## config.mk

```make
export PLATFORM = sky130hd
export DESIGN_NAME = data_splice_param
export DESIGN_NICKNAME = d
export VERILOG_FILES = /design/src/rtl/data_splice_param.sv
export SDC_FILE = /design/constraint.sdc
export NUM_CORES = 1
export LEC_CHECK = 0
export CORE_AREA = 2 2 184 168
export CTS_BUF_LIST = sky130_fd_sc_hd__clkbuf_8
export CTS_CLUSTER_DIAMETER = 50
export DETAILED_ROUTE_END_ITERATION = 16
export DIE_AREA = 0 0 186 170
export GPL_ROUTABILITY_DRIVEN = 0
export PLACE_DENSITY = 0.73
export SLEW_MARGIN = 15
export SYNTH_ARGS = -nofsm -noshare
export SYNTH_HDL_FRONTEND = slang
export SYNTH_SLANG_ARGS = --single-unit
```

## constraint.sdc

```tcl
create_clock -name i_clk -period 19.3 [get_ports i_clk]
set_input_delay 3.86 -clock i_clk [delete_from_list [all_inputs] [get_ports i_clk]]
set_output_delay 3.86 -clock i_clk [all_outputs]
set_load 0.01 [all_outputs]
```

## src/rtl/data_splice_param.sv

```systemverilog
// rtl/data_splice_param.sv - packs SOP/EOP byte beats into 134-bit flagged packet words
// Handles truncation at MAX_LEN, abort on a mid-packet SOP, and keeps statistics counters.
module data_splice_param #(
  parameter int IN_BYTES = 1,
  parameter int MAX_LEN  = 2048,
  parameter int CNT_W    = 16
) (
  input  logic                  i_clk,
  input  logic                  i_rst,
  input  logic                  i_data_wr,
  input  logic [IN_BYTES*8+1:0] iv_data,
  input  logic [3:0]            iv_last_vld,
  output logic                  o_pkt_wr,
  output logic [133:0]          ov_pkt,
  output logic [1:0]            ov_state,
  output logic                  o_trunc,
  output logic                  o_abort,
  output logic [CNT_W-1:0]      ov_pkt_cnt,
  output logic [CNT_W-1:0]      ov_trunc_cnt,
  output logic [CNT_W-1:0]      ov_abort_cnt
);

  localparam int BW = IN_BYTES * 8;
  // One spare bit lets len overshoot MAX_LEN by a word without wrapping.
  localparam int LW = $clog2(MAX_LEN + 1) + 1;

  typedef enum logic [1:0] {
    S_IDLE = 2'b00,
    S_TRAN = 2'b10,
    S_DISC = 2'b11
  } state_t;

  state_t             state_q, state_d;
  logic [127:0]       acc_q, acc_d;
  logic [4:0]         byte_cnt_q, byte_cnt_d;
  logic [LW-1:0]      len_q, len_d;
  logic               head_q, head_d;
  logic               pkt_wr_q, pkt_wr_d;
  logic [133:0]       pkt_q, pkt_d;
  logic               trunc_q, trunc_d;
  logic               abort_q, abort_d;
  logic [CNT_W-1:0]   pkt_cnt_q, pkt_cnt_d;
  logic [CNT_W-1:0]   trunc_cnt_q, trunc_cnt_d;
  logic [CNT_W-1:0]   abort_cnt_q, abort_cnt_d;

  logic               sop, eop;
  logic [BW-1:0]      beat;
  logic [4:0]         lv_c, nvalid;

  assign sop    = iv_data[BW+1];
  assign eop    = iv_data[BW];
  assign beat   = iv_data[BW-1:0];
  assign lv_c   = ({1'b0, iv_last_vld} > 5'(IN_BYTES - 1)) ? 5'(IN_BYTES - 1) : {1'b0, iv_last_vld};
  assign nvalid = eop ? (lv_c + 5'd1) : 5'(IN_BYTES);

  logic               start, accept, head_cur;
  logic [4:0]         off, fill, inv;
  logic [LW-1:0]      len_new;
  logic [127:0]       word, beat_pos, keep_mask;

  always_comb begin
    state_d     = state_q;
    acc_d       = acc_q;
    byte_cnt_d  = byte_cnt_q;
    len_d       = len_q;
    head_d      = head_q;
    pkt_wr_d    = 1'b0;
    pkt_d       = pkt_q;
    trunc_d     = 1'b0;
    abort_d     = 1'b0;
    pkt_cnt_d   = pkt_cnt_q;
    trunc_cnt_d = trunc_cnt_q;
    abort_cnt_d = abort_cnt_q;
    start       = 1'b0;
    accept      = 1'b0;

    if (i_data_wr) begin
      unique case (state_q)
        S_IDLE: start = sop;
        S_TRAN: begin
          if (sop) begin
            start       = 1'b1;
            abort_d     = 1'b1;
            abort_cnt_d = abort_cnt_q + CNT_W'(1);
          end else begin
            accept = 1'b1;
          end
        end
        S_DISC: begin
          if (sop)      start   = 1'b1;
          else if (eop) state_d = S_IDLE;
        end
        default: state_d = S_IDLE;
      endcase
    end

    // A starting beat ignores whatever partial word is held.
    off       = start ? 5'd0 : byte_cnt_q;
    head_cur  = start ? 1'b1 : head_q;
    len_new   = (start ? '0 : len_q) + LW'(IN_BYTES);
    fill      = off + nvalid;
    inv       = 5'd16 - fill;
    beat_pos  = (128'(beat) << (128 - BW)) >> {off, 3'b000};
    keep_mask = ~({128{1'b1}} >> {fill, 3'b000});
    word      = (start ? 128'd0 : acc_q) | (beat_pos & keep_mask);

    if (start || accept) begin
      if (eop) begin
        pkt_wr_d   = 1'b1;
        pkt_d      = {head_cur ? 2'b00 : 2'b10, inv[3:0], word};
        pkt_cnt_d  = pkt_cnt_q + CNT_W'(1);
        state_d    = S_IDLE;
        acc_d      = '0;
        byte_cnt_d = '0;
        len_d      = '0;
        head_d     = 1'b0;
      end else if (fill == 5'd16) begin
        pkt_wr_d   = 1'b1;
        acc_d      = '0;
        byte_cnt_d = '0;
        if (accept && (len_new >= LW'(MAX_LEN))) begin
          pkt_d       = {head_cur ? 2'b00 : 2'b10, 4'd0, word};
          pkt_cnt_d   = pkt_cnt_q + CNT_W'(1);
          trunc_d     = 1'b1;
          trunc_cnt_d = trunc_cnt_q + CNT_W'(1);
          state_d     = S_DISC;
          len_d       = '0;
          head_d      = 1'b0;
        end else begin
          pkt_d   = {head_cur ? 2'b01 : 2'b11, 4'd0, word};
          state_d = S_TRAN;
          len_d   = len_new;
          head_d  = 1'b0;
        end
      end else begin
        acc_d      = word;
        byte_cnt_d = fill;
        len_d      = len_new;
        head_d     = head_cur;
        state_d    = S_TRAN;
      end
    end
  end

  always_ff @(posedge i_clk or posedge i_rst) begin
    if (i_rst) begin
      state_q     <= S_IDLE;
      acc_q       <= '0;
      byte_cnt_q  <= '0;
      len_q       <= '0;
      head_q      <= 1'b0;
      pkt_wr_q    <= 1'b0;
      pkt_q       <= '0;
      trunc_q     <= 1'b0;
      abort_q     <= 1'b0;
      pkt_cnt_q   <= '0;
      trunc_cnt_q <= '0;
      abort_cnt_q <= '0;
    end else begin
      state_q     <= state_d;
      acc_q       <= acc_d;
      byte_cnt_q  <= byte_cnt_d;
      len_q       <= len_d;
      head_q      <= head_d;
      pkt_wr_q    <= pkt_wr_d;
      pkt_q       <= pkt_d;
      trunc_q     <= trunc_d;
      abort_q     <= abort_d;
      pkt_cnt_q   <= pkt_cnt_d;
      trunc_cnt_q <= trunc_cnt_d;
      abort_cnt_q <= abort_cnt_d;
    end
  end

  assign o_pkt_wr     = pkt_wr_q;
  assign ov_pkt       = pkt_q;
  assign ov_state     = state_q;
  assign o_trunc      = trunc_q;
  assign o_abort      = abort_q;
  assign ov_pkt_cnt   = pkt_cnt_q;
  assign ov_trunc_cnt = trunc_cnt_q;
  assign ov_abort_cnt = abort_cnt_q;

endmodule

```

* After elaboration in Yosys (flattened, before gate mapping)
Index checks and enable logic that the tools add are counted.
Word-level totals: memories 0, register bits after elaboration 334, memory bits (writable) 0, bits of input ports 17, bits in read-only memories 0, latch bits 0, word-level logic and storage cells 92
Operators by class: eq/ne operators 6, order comparisons 2, bitwise logic cells 4, div/mod/pow operators 0, add/sub/neg operators 7, muxes and demuxes 46, $mul 0, reductions and logical operators 13, shift operators 2
Operators by type and width (number):
- $mux 134 | 3
- $mux 128 | 3
- $and 128x128->128 | 1
- $not 128->128 | 1
- $or 128x128->128 | 1
- $shr 128x8->128 | 1
- $shr 128x8->128 const A | 1
- $mux 13 | 4
- $add 16x1->16 const B | 3
- $mux 16 | 3
- $mux 5 | 4
- $mux 1 | 18
- $mux 2 | 8
- $add 13x1->13 const B | 1
- $ge 13x12->1 const B | 1
- $reduce_and 4->1 | 2
- $ne 3x3->1 const B | 2
- $reduce_and 3->1 | 2
- $reduce_bool 2->1 | 3
- $add 4x1->5 const B | 1
- $add 5x5->5 | 1
- $eq 5x5->1 const B | 1
- $eq 2x2->1 const B | 2
- $gt 4x1->1 const B | 1
- other kinds (11) | 12

* Longest topological paths before layout
Gate-level depths: netlist of the first run.
depth in word-level cells 13, mapped depth 16, depth with buffers taken out 13

* Worst setup path after synthesis of the first run
No wires, ideal clock.
kind input-to-reg, from input iv_data[9], to register pkt_q[10], in the netlist ov_pkt[10], library setup time 0.126 ns, arrival time 7.010 ns, path slack 12.165 ns, required time 19.174 ns, path buffers 4, stages 15, cells stage by stage and2_1 > nand2_1 > clkbuf_1 > clkbuf_1 > and2_1 > fa_1 > inv_1 > ha_1 > inv_1 > nor4b_4 > o21ai_1 > clkbuf_1 > clkbuf_1 > a221oi_1 > nor2_1
On the way: cells in the longest elaborated chain, start to end 12
Ends and longest elaborated chain:
- from (decl) | line 11 | input logic [IN_BYTES*8+1:0] iv_data,
- $mux 1 | line 81, 90
- $pmux 1 s2 | line 78 | unique case (state_q)
- $mux 1 | line 77 | if (i_data_wr) begin
- $mux 5 | line 98 | off = start ? 5'd0 : byte_cnt_q;
- $add 5x5->5 | line 101 | fill = off + nvalid;
- $shr 128x8->128 | line 104 | keep_mask = ~({128{1'b1}} >> {fill, 3'b000});
- $not 128->128 | line 104
- $and 128x128->128 | line 105 | word = (start ? 128'd0 : acc_q) | (beat_pos & keep_mask);
- $or 128x128->128 | line 105
- $mux 134 | line 121 | if (accept && (len_new >= LW'(MAX_LEN))) begin
- $mux 134 | line 117 | end else if (fill == 5'd16) begin
- $mux 134 | line 108 | if (eop) begin
- to (signal assigned) | line 166 | pkt_q <= pkt_d;
- to (decl) | line 39 | logic [133:0] pkt_q, pkt_d;
Several ways; a longest one is shown, not always the timed one. The select of a mux whose other input is x is not followed. A chain may end at the register's enable or synchronous reset.

* Worst setup path in the final report of the first run
from input i_data_wr, to register acc_q[125]
On the way: cells in the longest elaborated chain, start to end 9
Ends and longest elaborated chain:
- from (decl) | line 10 | input logic i_data_wr,
- $mux 1 | line 77
- $mux 5 | line 98
- $add 5x5->5 | line 101
- $shr 128x8->128 | line 104
- $not 128->128 | line 104
- $and 128x128->128 | line 105
- $or 128x128->128 | line 105
- $mux 128 | line 117
- $mux 128 | line 108
- to (signal assigned) | line 148 | acc_q <= '0;
- to (signal assigned) | line 161 | acc_q <= acc_d;
- to (decl) | line 34 | logic [127:0] acc_q, acc_d;
Several ways; a longest one is shown, not always the timed one.

==> results of run 1 <==
-- Yosys cell counts (all sizes together), types with 4 or more instances --
master and number:
a211oi 4, a21oi 17, a221oi 127, a22oi 127
a31oi 6, a32o 5, and2 11, and3 11
and4 4, buf 42, clkbuf 89, dfrtp 334
ha 14, inv 12, mux2 4, nand2 50
nand2b 4, nand3 20, nand4 16, nor2 407
nor3 22, nor4 11, o21ai 13, o31ai 4
or3 7, xnor2 25, xor2 24
-- cell families after synthesis --
logic type      share of synthesized area
simple gates                        0.175
fa+ha+maj                          0.0132
other cells                      0.000510
flops                               0.567
compound gates                      0.172
xor+xnor                           0.0296
buf+inv                            0.0397
mux                               0.00306
-- metal layers --
metal	vias up	GRT usage	share of wire
met1	5981	0.384	0.44
li1	5433	-	-
met4	0	0.0650	0.019
met5	-	0	0
met2	508	0.383	0.46
met3	64	0.0469	0.087
-- state kept, by name, summed over array words and instances, names as in the netlist --
name / cells
acc_q: 128
byte_cnt_q: 5
head_q: 1
len_q: 13
o_abort: 1
o_pkt_wr: 1
o_trunc: 1
ov_abort_cnt: 16
ov_pkt: 134
ov_pkt_cnt: 16
ov_state: 2
ov_trunc_cnt: 16
-- through the flow --
stage | setup slack (ns) | std cells | hold slack [ns] | util | power, mW
floorplan | 6.19 | 1445 | 0.449 | - | 1.05
global placement | 8.40 | 1936 | 0.457 | 0.570 | 1.26
detailed placement | 8.23 | 1936 | 0.462 | 0.570 | 1.27
CTS | 8.83 | 2031 | 0.471 | 0.606 | 1.87
global route | 8.22 | 2031 | 0.480 | 0.606 | 1.95
finish | 8.61 | 2031 | 0.469 | 0.606 | 1.85
-- final cells by class --
class | instances | area share
flip-flops and latches | 334 | 0.465
inverters | 12 | 0.00306
clock inverters | 29 | 0.00884
repair buffers | 219 | 0.119
multi-input cells | 968 | 0.326
well taps | 403 | 0.0280
clock buffers | 66 | 0.0505
-- worst register-to-register path: cells and delay by family (launching register included) --
kind,cells,cell delay (ns)
AOI/OAI and AO/OA,4,1.78
xor gates and xnor gates,1,0.76
adders and majority gates,2,0.68
buffers and inverters,2,1.55
DFF,1,0.45
and+or+nand+nor,4,1.88
-- worst min path at each step --
stage	startpoint	end	cells past startpoint
after global placement	ov_pkt[131]	ov_pkt[131]	2
after CTS	ov_pkt_cnt[15]	ov_pkt_cnt[15]	1
after global routing	ov_abort_cnt[15]	ov_abort_cnt[15]	1
after floorplan	head_q	head_q	2
after detailed placement	ov_abort_cnt[15]	ov_abort_cnt[15]	1
final	ov_abort_cnt[15]	ov_abort_cnt[15]	1
-- power groups by stage --
stage | Sequential [mW] | Clock, mW | Combinational, mW
6_report | 0.845 | 0.595 | 0.413
4_1_cts | 0.845 | 0.610 | 0.416
2_1_floorplan | 0.877 | 0 | 0.172
5_1_grt | 0.856 | 0.642 | 0.451
3_5_place_dp | 0.856 | 0 | 0.414
3_3_place_gp | 0.854 | 0 | 0.405
==> results.md, run 1 <==
- Sw Ratio: 0.298
- Post-synthesis cell type count: 59
- Worst Max-Slew Pin Slew: 1.26 ns
- Synth area leaders: dfrtp_1 (57%), nor2_1 (10%), a221oi_1 (7.6%), a22oi_1 (6.5%), clkbuf_1 (2.3%)
- Post-DP HPWL: roughly 24000 um
- Final Hold Viols: 0
- Max Cap Viol: 0
- Avg Cell Area, Syn: a little over 10 um2
- Reg area: ~8400 um2
- CP peak stage delay: 1.00 ns
- Final setup viols: 0
- Comb pwr share: 0.223
- Reg-to-reg endpoint: acc_q[125]
- Commonest non-fill, non-tap cell in the layout: nor2_1
- PostCTS Resize Cnt: 0
- CP startpoint: i_data_wr
- Fraction of layout cells with a size suffix above 1: 0.0878
- Fin nets: between 1500 and 2000
- Flop pwr share: 0.456
- Hold WC Path Type: reg2reg
- Vias in the first global route: between 10000 and 15000
- CTS tree: done
- Area of the mapped netlist: between 10000 and 15000 um2
- Internal power: 1.30 mW
- Fin. max-slew vios: 0
- Setup_tns: 0 ns
- Buffers on Ports: around 200
- DIE AREA: 31600 um2
- Total I/O pin count: 204
- Cell row count: 60
- Vias per inst: roughly 5.9
- P_sw: ~0.55 mW
- Critical Path Stages: 14
- CP delay by family, top: buffers and inverters
- Setup Crit Path Kind: in2reg
- Most frequent cells in the layout: nor2_1 (407), dfrtp_1 (334), clkdlybuf4s50_1 (199)
- WP data required: between 15 and 20 ns
- Clock Power Share: 0.321
- Fin crit period: 10.69 ns
- Worst R2R Path Depth: 13
- Largest net degree at the start of global routing: between 100 and 150
- Synth area leader: dfrtp_1
- Slew margin rel.: 0.161
- Post-route cell area: 18000 um2
- DIE HEIGHT: roughly 170 um
- Post-synth top flop: dfrtp_1
- Yosys top cell area share: 0.567
- GRT Total Usage: 0.255
- Clk sinks: around 330
- RSZ-0062 raised after global routing: no
- DRT Pass-1 Iters: 6
- H-Tree Depth: 2
- Yosys reg bits: 334
- Synth-to-layout area growth: 22.1%
- Ys async rst share: 1.00
- Startpoint types: input pin
- Worst-Skew Late Latency: ~0.57 ns
- WP buf/inv: 3
- Period utilisation layout: 0.554
- Worst Path Max Fanout: around 110
- Clock Skew: around 0.014 ns
- Syn Inst Count: 1443
- R2r startpoint: ov_state[1]
- DR vias: about 12000
- CP endpoint: acc_q[125]
- Critical path, cell by cell: clkdlybuf4s50_1 -> and2_1 -> nand2_4 -> buf_4 -> and2_1 -> ha_1 -> fa_1 -> a21o_1 -> a21oi_1 -> xor2_1 -> nand4b_1 -> a21oi_4 -> buf_4 -> o21ai_0
- Placed Instance Area: roughly 17000 um2
- GRT overflow: 0
- Seq/Total Area, Yosys: 0.567
- Yosys warns: 0
- # Post-CTS Setup Buffers: 0
- Arrival time worst endpoint: approximately 11 ns
- Peak supply drop: ~0.056 mV
- Core area: ~30000 um2
- Antenna violations before repair: 0
- DR iter-0 viols: about 1300
- Crit end category: flip-flop
- Final wirelength: ~40000 um
- Status: complete, no violations
- Pwr Density: about 100 nW/um2
- Leak Pwr: approximately 8 nW
- CTS Buf Count: 55
- Critical-path top delay cell: a21oi_4
- Reg clk slew, reported paths: 0.06 ns
- Post-CTS Hold Buffers: 0
- Post-synth EDFFs: 0
- Die Wd: 186 um
- N_diodes: 0
- Routed len/inst: between 15 and 20 um
- Area of the multi-input gates: ~6000 um2
- CTS root buf: clkbuf_8
- Clk buf depth: 3
- Post-route ant nets: 0
- Reg2reg setup slack: about 12 ns
- Global-route wire length before repair: between 60000 and 70000 um
- Fmax achieved: about 94 MHz
- Fill count: 2481
- Post-route DRC: 0
- Initial Util: 0.497
(Power assumes the default switching activity.)
==> inputs of run 2 (changes only) <==
clock period = 10.83 ns   (was 19.3 ns; I/O delays follow)
==> results.md, run 2 (synthesis results as in run 1) <==
- # Post-CTS Setup Buffers: 0 (unchanged)
- Routed len/inst: 19.9 um (was 19.6 um)
- GR Util met1: 0.386 (was 0.384)
- Final wirelength: 40400 um (was 39900 um)
- CTS root buf: clkbuf_8 (unchanged)
- Buffers on Ports: 199 (unchanged)
- Fin crit period: ~7.6 ns
- Overall Power: 3.43 mW (was 1.85 mW)
- Met3 usage: 0.0411 (was 0.0469)
- Post-route ant nets: 0 (unchanged)
- DRT Pass-1 Iters: 6 (unchanged)
- Leak Pwr: 8.07 nW (was 8.01 nW)
- Worst Max-Slew Pin Slew: 1.20 ns (was 1.26 ns)
- Total I/O pin count: 204 (unchanged)
- Largest net degree at the start of global routing: 188 (was 114)
- Status: complete, no violations (unchanged)
- Post-CTS Hold Buffers: 0 (unchanged)
- Fin nets: 1623 (was 1622)
- Startpoint types: input pin (unchanged)
- Vias in the first global route: 11100 (was 11400)
- Fmax achieved: approximately 130 MHz
- DR iter-0 viols: 1353 (was 1293)
- Final setup viols: 0 (unchanged)
- Flop pwr share: 0.440 (was 0.456)
- Post-DP HPWL: 23600 um (was 23900 um)
- N_diodes: 0 (unchanged)
- Most frequent cells in the layout: nor2_1 (407), dfrtp_1 (334), clkdlybuf4s50_1 (199) (unchanged)
- Clock Power Share: 0.346 (was 0.321)
- Sw Ratio: 0.293 (was 0.298)
- Internal power: 2.43 mW (was 1.30 mW)
- Worst-Skew Late Latency: 0.59 ns (was 0.57 ns)
- H-Tree Depth: 2 (unchanged)
- Final Hold Viols: 0 (unchanged)
- Setup Crit Path Kind: in2reg (unchanged)
- Max FFs per register: 134 (unchanged)
- DIE AREA: 31600 um2 (unchanged)
- DIE HEIGHT: 170 um (unchanged)
- RSZ-0062 raised after global routing: no (unchanged)
- CTS Buf Count: 55 (unchanged)
- Clk sinks: 334 (unchanged)
- Initial Util: 0.497 (unchanged)
- P_sw: 1.01 mW (was 0.553 mW)
- CTS tree: done (unchanged)
- Vias per inst: 5.90 (about the same)
- Cell row count: 60 (unchanged)
- Max Cap Viol: 0 (unchanged)
- Fin. max-slew vios: 0 (unchanged)
- Most Used Layer, Global Route: met2 (was met1)
- Hold WC Path Type: reg2reg (unchanged)
- Post-route DRC: 0 (unchanged)
- GRT Total Usage: 0.256 (was 0.255)
- Period utilisation layout: 0.706
- Clock Skew: 0.0242 ns (was 0.0140 ns)
- Global-route wire length before repair: 63300 um (was 63600 um)
- Clk buf depth: 3 (unchanged)
- Setup_tns: 0 ns (unchanged)
- Die Wd: 186 um (unchanged)
- Met2 Use GR: 0.388 (was 0.383)
- Synth-to-layout area growth: 23.3% (was 22.1%)
- PostCTS Resize Cnt: 0 (unchanged)
- WP data required: 11.34 ns (was 19.69 ns)
- GRT overflow: 0 (unchanged)
- DR vias: 12000 (about the same)
- Commonest non-fill, non-tap cell in the layout: nor2_1 (unchanged)
- Reg clk slew, reported paths: 0.06 ns (about the same)
- Core area: 29700 um2 (unchanged)
- Crit end category: flip-flop (unchanged)
- Peak supply drop: 0.0915 mV (was 0.0562 mV)
- Antenna violations before repair: 0 (unchanged)
- Worst Path Max Fanout: 91 (was 113)
- Fraction of layout cells with a size suffix above 1: 0.0919 (was 0.0878)
- Comb pwr share: 0.214 (was 0.223)
- Pwr Density: 189 nW/um2 (was 103 nW/um2)
- Slew margin rel.: 0.202 (was 0.161)
- Arrival time worst endpoint: 8.15 ns (was 11.08 ns)
[run 2: power by group through the flow]
stage	clock network [mW]	logic, mW	registers (mW)
floorplan	0	0.307	1.56
global placement	0	0.723	1.52
detailed placement	0	0.737	1.53
CTS	1.20	0.740	1.51
global route	1.26	0.800	1.53
finish	1.19	0.735	1.51
[run 2: per-layer routing]
metal  wire (um)  up-vias
met5           0        -
met4         838        0
met3        3230       73
met2       18900      516
met1       17400     5956
li1            -     5463
[run 2: layout make-up]
type | instances | area [um2]
clock buffers | 78 | 1070
clock inverters | 20 | 145
fillers | 2385 | 11500
inverters | 12 | 51.3
multi-input cells | 968 | 5850
flip-flops and latches | 334 | 8360
well taps | 403 | 504
repair buffers | 220 | 2170
[run 2: path summary, 6_finish.rpt]
path,cells past startpoint,to,from,slack [ns]
min reg2reg,1,ov_abort_cnt[15],ov_abort_cnt[15],0.47
min in group asynchronous,3,ov_pkt_cnt[9],i_rst,2.21
min,1,ov_abort_cnt[15],ov_abort_cnt[15],0.47
max in group asynchronous,4,acc_q[24],i_rst,7.02
max,15,ov_pkt[67],i_data_wr,3.19
max reg2reg,14,ov_pkt[67],ov_state[1],4.87
[run 2: worst max-delay path, cell delays in order]
cell and delay (ns):
clkdlybuf4s50_1 0.57, and2_1 0.30, nand2_4 0.49, and2_1 0.42
ha_1 0.23, fa_1 0.47, a21o_1 0.19, a21oi_1 0.24
xor2_1 0.77, nor4b_4 0.60, o21ai_4 0.10, inv_4 0.73
buf_4 0.58, nor2_1 0.10, nor2_1 0.13
[run 2: stage by stage]
| step | cells | area (um2) | setup WS (ns) | utilization | hold WS [ns] |
|---|---|---|---|---|---|
| after global routing | 2035 | 18200 | 2.81 | 0.612 | 0.494 |
| after CTS | 2035 | 18200 | 3.27 | 0.612 | 0.479 |
| after detailed placement | 1937 | 16900 | 2.65 | 0.571 | 0.462 |
| final | 2035 | 18200 | 3.19 | 0.612 | 0.475 |
| after floorplan | 1445 | 14700 | 4.20 | - | 0.449 |
| after global placement | 1937 | 16900 | 2.83 | 0.571 | 0.458 |
==> inputs of run 3 (changes only) <==
clock period = 7.4 ns   (was 10.83 ns; I/O delays follow)
==> results.md, run 3 (synthesis results as in run 1) <==
- Vias in the first global route: 11600 (was 11100)
- Die Wd: 186 um (unchanged)
- Fmax achieved: approximately 180 MHz
- Worst-Skew Late Latency: 0.58 ns (was 0.59 ns)
- Initial Util: 0.497 (unchanged)
- Comb pwr share: 0.223 (was 0.214)
- # Post-CTS Setup Buffers: 0 (unchanged)
- Worst Max-Slew Pin Slew: 1.17 ns (was 1.20 ns)
- CTS Buf Count: 55 (unchanged)
- Commonest non-fill, non-tap cell in the layout: nor2_1 (unchanged)
- Worst Path Max Fanout: 73 (was 91)
- CTS tree: done (unchanged)
- Fin nets: 1652 (was 1623)
- Setup Crit Path Kind: in2reg (unchanged)
- PostCTS Resize Cnt: 0 (unchanged)
- Total I/O pin count: 204 (unchanged)
- WP buf/inv: 4 (was 3)
- Fraction of layout cells with a size suffix above 1: 0.100 (was 0.0919)
- CP startpoint: i_data_wr (unchanged)
- Global-route wire length before repair: 63500 um (was 63300 um)
- Placed Instance Area: 17200 um2 (was 16900 um2)
- Final wirelength: 40000 um (was 40400 um)
- CP peak stage delay: 0.55 ns (was 0.77 ns)
- Fin crit period: approximately 5.5 ns
- Post-DP HPWL: 24500 um (was 23600 um)
- Reg-to-reg endpoint: ov_pkt[72] (was ov_pkt[67])
- Final setup viols: 0 (unchanged)
- Post-route cell area: 18300 um2 (was 18200 um2)
- Post-CTS Hold Buffers: 0 (unchanged)
- Hold endpoint: ov_abort_cnt[15] (unchanged)
- Max Cap Viol: 0 (unchanged)
- Pwr Density: 267 nW/um2 (was 189 nW/um2)
- Post-route DRC: 0 (unchanged)
- GRT Total Usage: 0.254 (was 0.256)
- DRT Pass-1 Iters: 5 (was 6)
- RSZ-0062 raised after global routing: no (unchanged)
- Setup_tns: 0 ns (unchanged)
- Most frequent cells in the layout: nor2_1 (407), dfrtp_1 (334), clkdlybuf4s50_1 (199) (unchanged)
- Flop pwr share: 0.451 (was 0.440)
- Critical path, cell by cell: clkdlybuf4s50_1 -> and2_1 -> nand2_4 -> and2_1 -> ha_1 -> fa_1 -> a21o_1 -> a21oi_1 -> xor2_1 -> buf_4 -> nor4b_4 -> o21ai_4 -> inv_4 -> buf_12 -> nor2_1 -> nor2_1 (was clkdlybuf4s50_1 -> and2_1 -> nand2_4 -> and2_1 -> ha_1 -> fa_1 -> a21o_1 -> a21oi_1 -> xor2_1 -> nor4b_4 -> o21ai_4 -> inv_4 -> buf_4 -> nor2_1 -> nor2_1)
- Vias per inst: 5.91 (was 5.90)
- Clock Skew: 0.0205 ns (was 0.0242 ns)
- Critical-path top delay cell: clkdlybuf4s50_1 (was xor2_1)
- Place WS: 1.42 ns (was 2.65 ns)
- Largest net degree at the start of global routing: 173 (was 188)
- DR vias: 12200 (was 12000)
- Routed len/inst: 19.4 um (was 19.9 um)
- DIE AREA: 31600 um2 (unchanged)
- H-Tree Depth: 2 (unchanged)
- Final Hold Viols: 0 (unchanged)
- CP delay by family, top: buffers and inverters (was simple AND/OR/NAND/NOR gates)
- Clk sinks: 334 (unchanged)
- Hold WC Path Type: reg2reg (unchanged)
- Leak Pwr: 8.21 nW (was 8.07 nW)
- Post-route ant nets: 0 (unchanged)
- Crit end category: flip-flop (unchanged)
- Reg clk slew, reported paths: 0.06 ns (about the same)
- N_diodes: 0 (unchanged)
- Fin. max-slew vios: 0 (unchanged)
- Cell row count: 60 (unchanged)
- P_sw: 1.44 mW (was 1.01 mW)
- Worst R2R Path Depth: 15 (was 14)
- Worst hold path stage count: 1 (unchanged)
- Final WS setup: 1.94 ns (was 3.19 ns)
- Core area: 29700 um2 (unchanged)
- Arrival time worst endpoint: 5.97 ns (was 8.15 ns)
- DIE HEIGHT: 170 um (unchanged)
- Internal power: 3.45 mW (was 2.43 mW)
- Peak supply drop: 0.156 mV (was 0.0915 mV)
- Status: complete, no violations (unchanged)
- Buffers on Ports: 199 (unchanged)
- Hold wc startpoint: ov_abort_cnt[15] (unchanged)
- Clock Power Share: 0.325 (was 0.346)
- WP data required: 7.91 ns (was 11.34 ns)
- Sw Ratio: 0.295 (was 0.293)
- Reg2reg setup slack: 2.95 ns (was 4.87 ns)
- R2r startpoint: ov_state[1] (unchanged)
- DR iter-0 viols: 1308 (was 1353)
- Hold_ws: 0.470 ns (was 0.475 ns)
- Synth-to-layout area growth: 24.2% (was 23.3%)
- Startpoint types: input pin (unchanged)
- Slew margin rel.: 0.219 (was 0.202)
- Overall Power: 4.89 mW (was 3.43 mW)
- Clk buf depth: 3 (unchanged)
- GRT overflow: 0 (unchanged)
- Fill count: 2414 (was 2385)
- Period utilisation layout: 0.738
- CTS root buf: clkbuf_8 (unchanged)
- Antenna violations before repair: 0 (unchanged)
- Max FFs per register: 134 (unchanged)
## run 3: how the worst max path moves through the flow
stage                       end  slack (ns)  depth (start not counted)
finish               ov_pkt[72]        1.94                         16
global route        ov_pkt[117]        1.71                         16
CTS                 ov_pkt[106]        2.02                         16
detailed placement   ov_pkt[72]        1.42                         16
global placement     ov_pkt[72]        1.46                         16
floorplan              acc_q[0]        1.46                          1
## run 3: through the flow
step / utilization / cells
floorplan: - / 1445
global placement: 0.580 / 1966
global route: 0.617 / 2060
finish: 0.617 / 2060
CTS: 0.617 / 2060
detailed placement: 0.580 / 1966
## run 3: layout make-up
cell class,instances,area (um2),area share
clock inverter,27,164,0.00896
inverter,12,51.3,0.00280
timing repair buffer,249,2440,0.134
tap,403,504,0.0276
sequential,334,8360,0.457
multi-input combinational,968,5850,0.320
clock buffer,67,922,0.0504
## run 3: power groups by stage
stage	clock, mW	sequential, mW	combinational (mW)
global placement	0	2.23	1.08
finish	1.59	2.20	1.09
CTS	1.62	2.20	1.10
floorplan	0	2.29	0.450
global route	1.71	2.23	1.20
detailed placement	0	2.23	1.10
## run 3: layer usage
layer  vias to the layer above  track usage  part of all wire
met5                         -            0                 0
met1                      6037        0.371              0.43
met3                        81       0.0456             0.080
li1                       5504            -                 -
met2                       547        0.385              0.47
met4                         0       0.0801             0.023
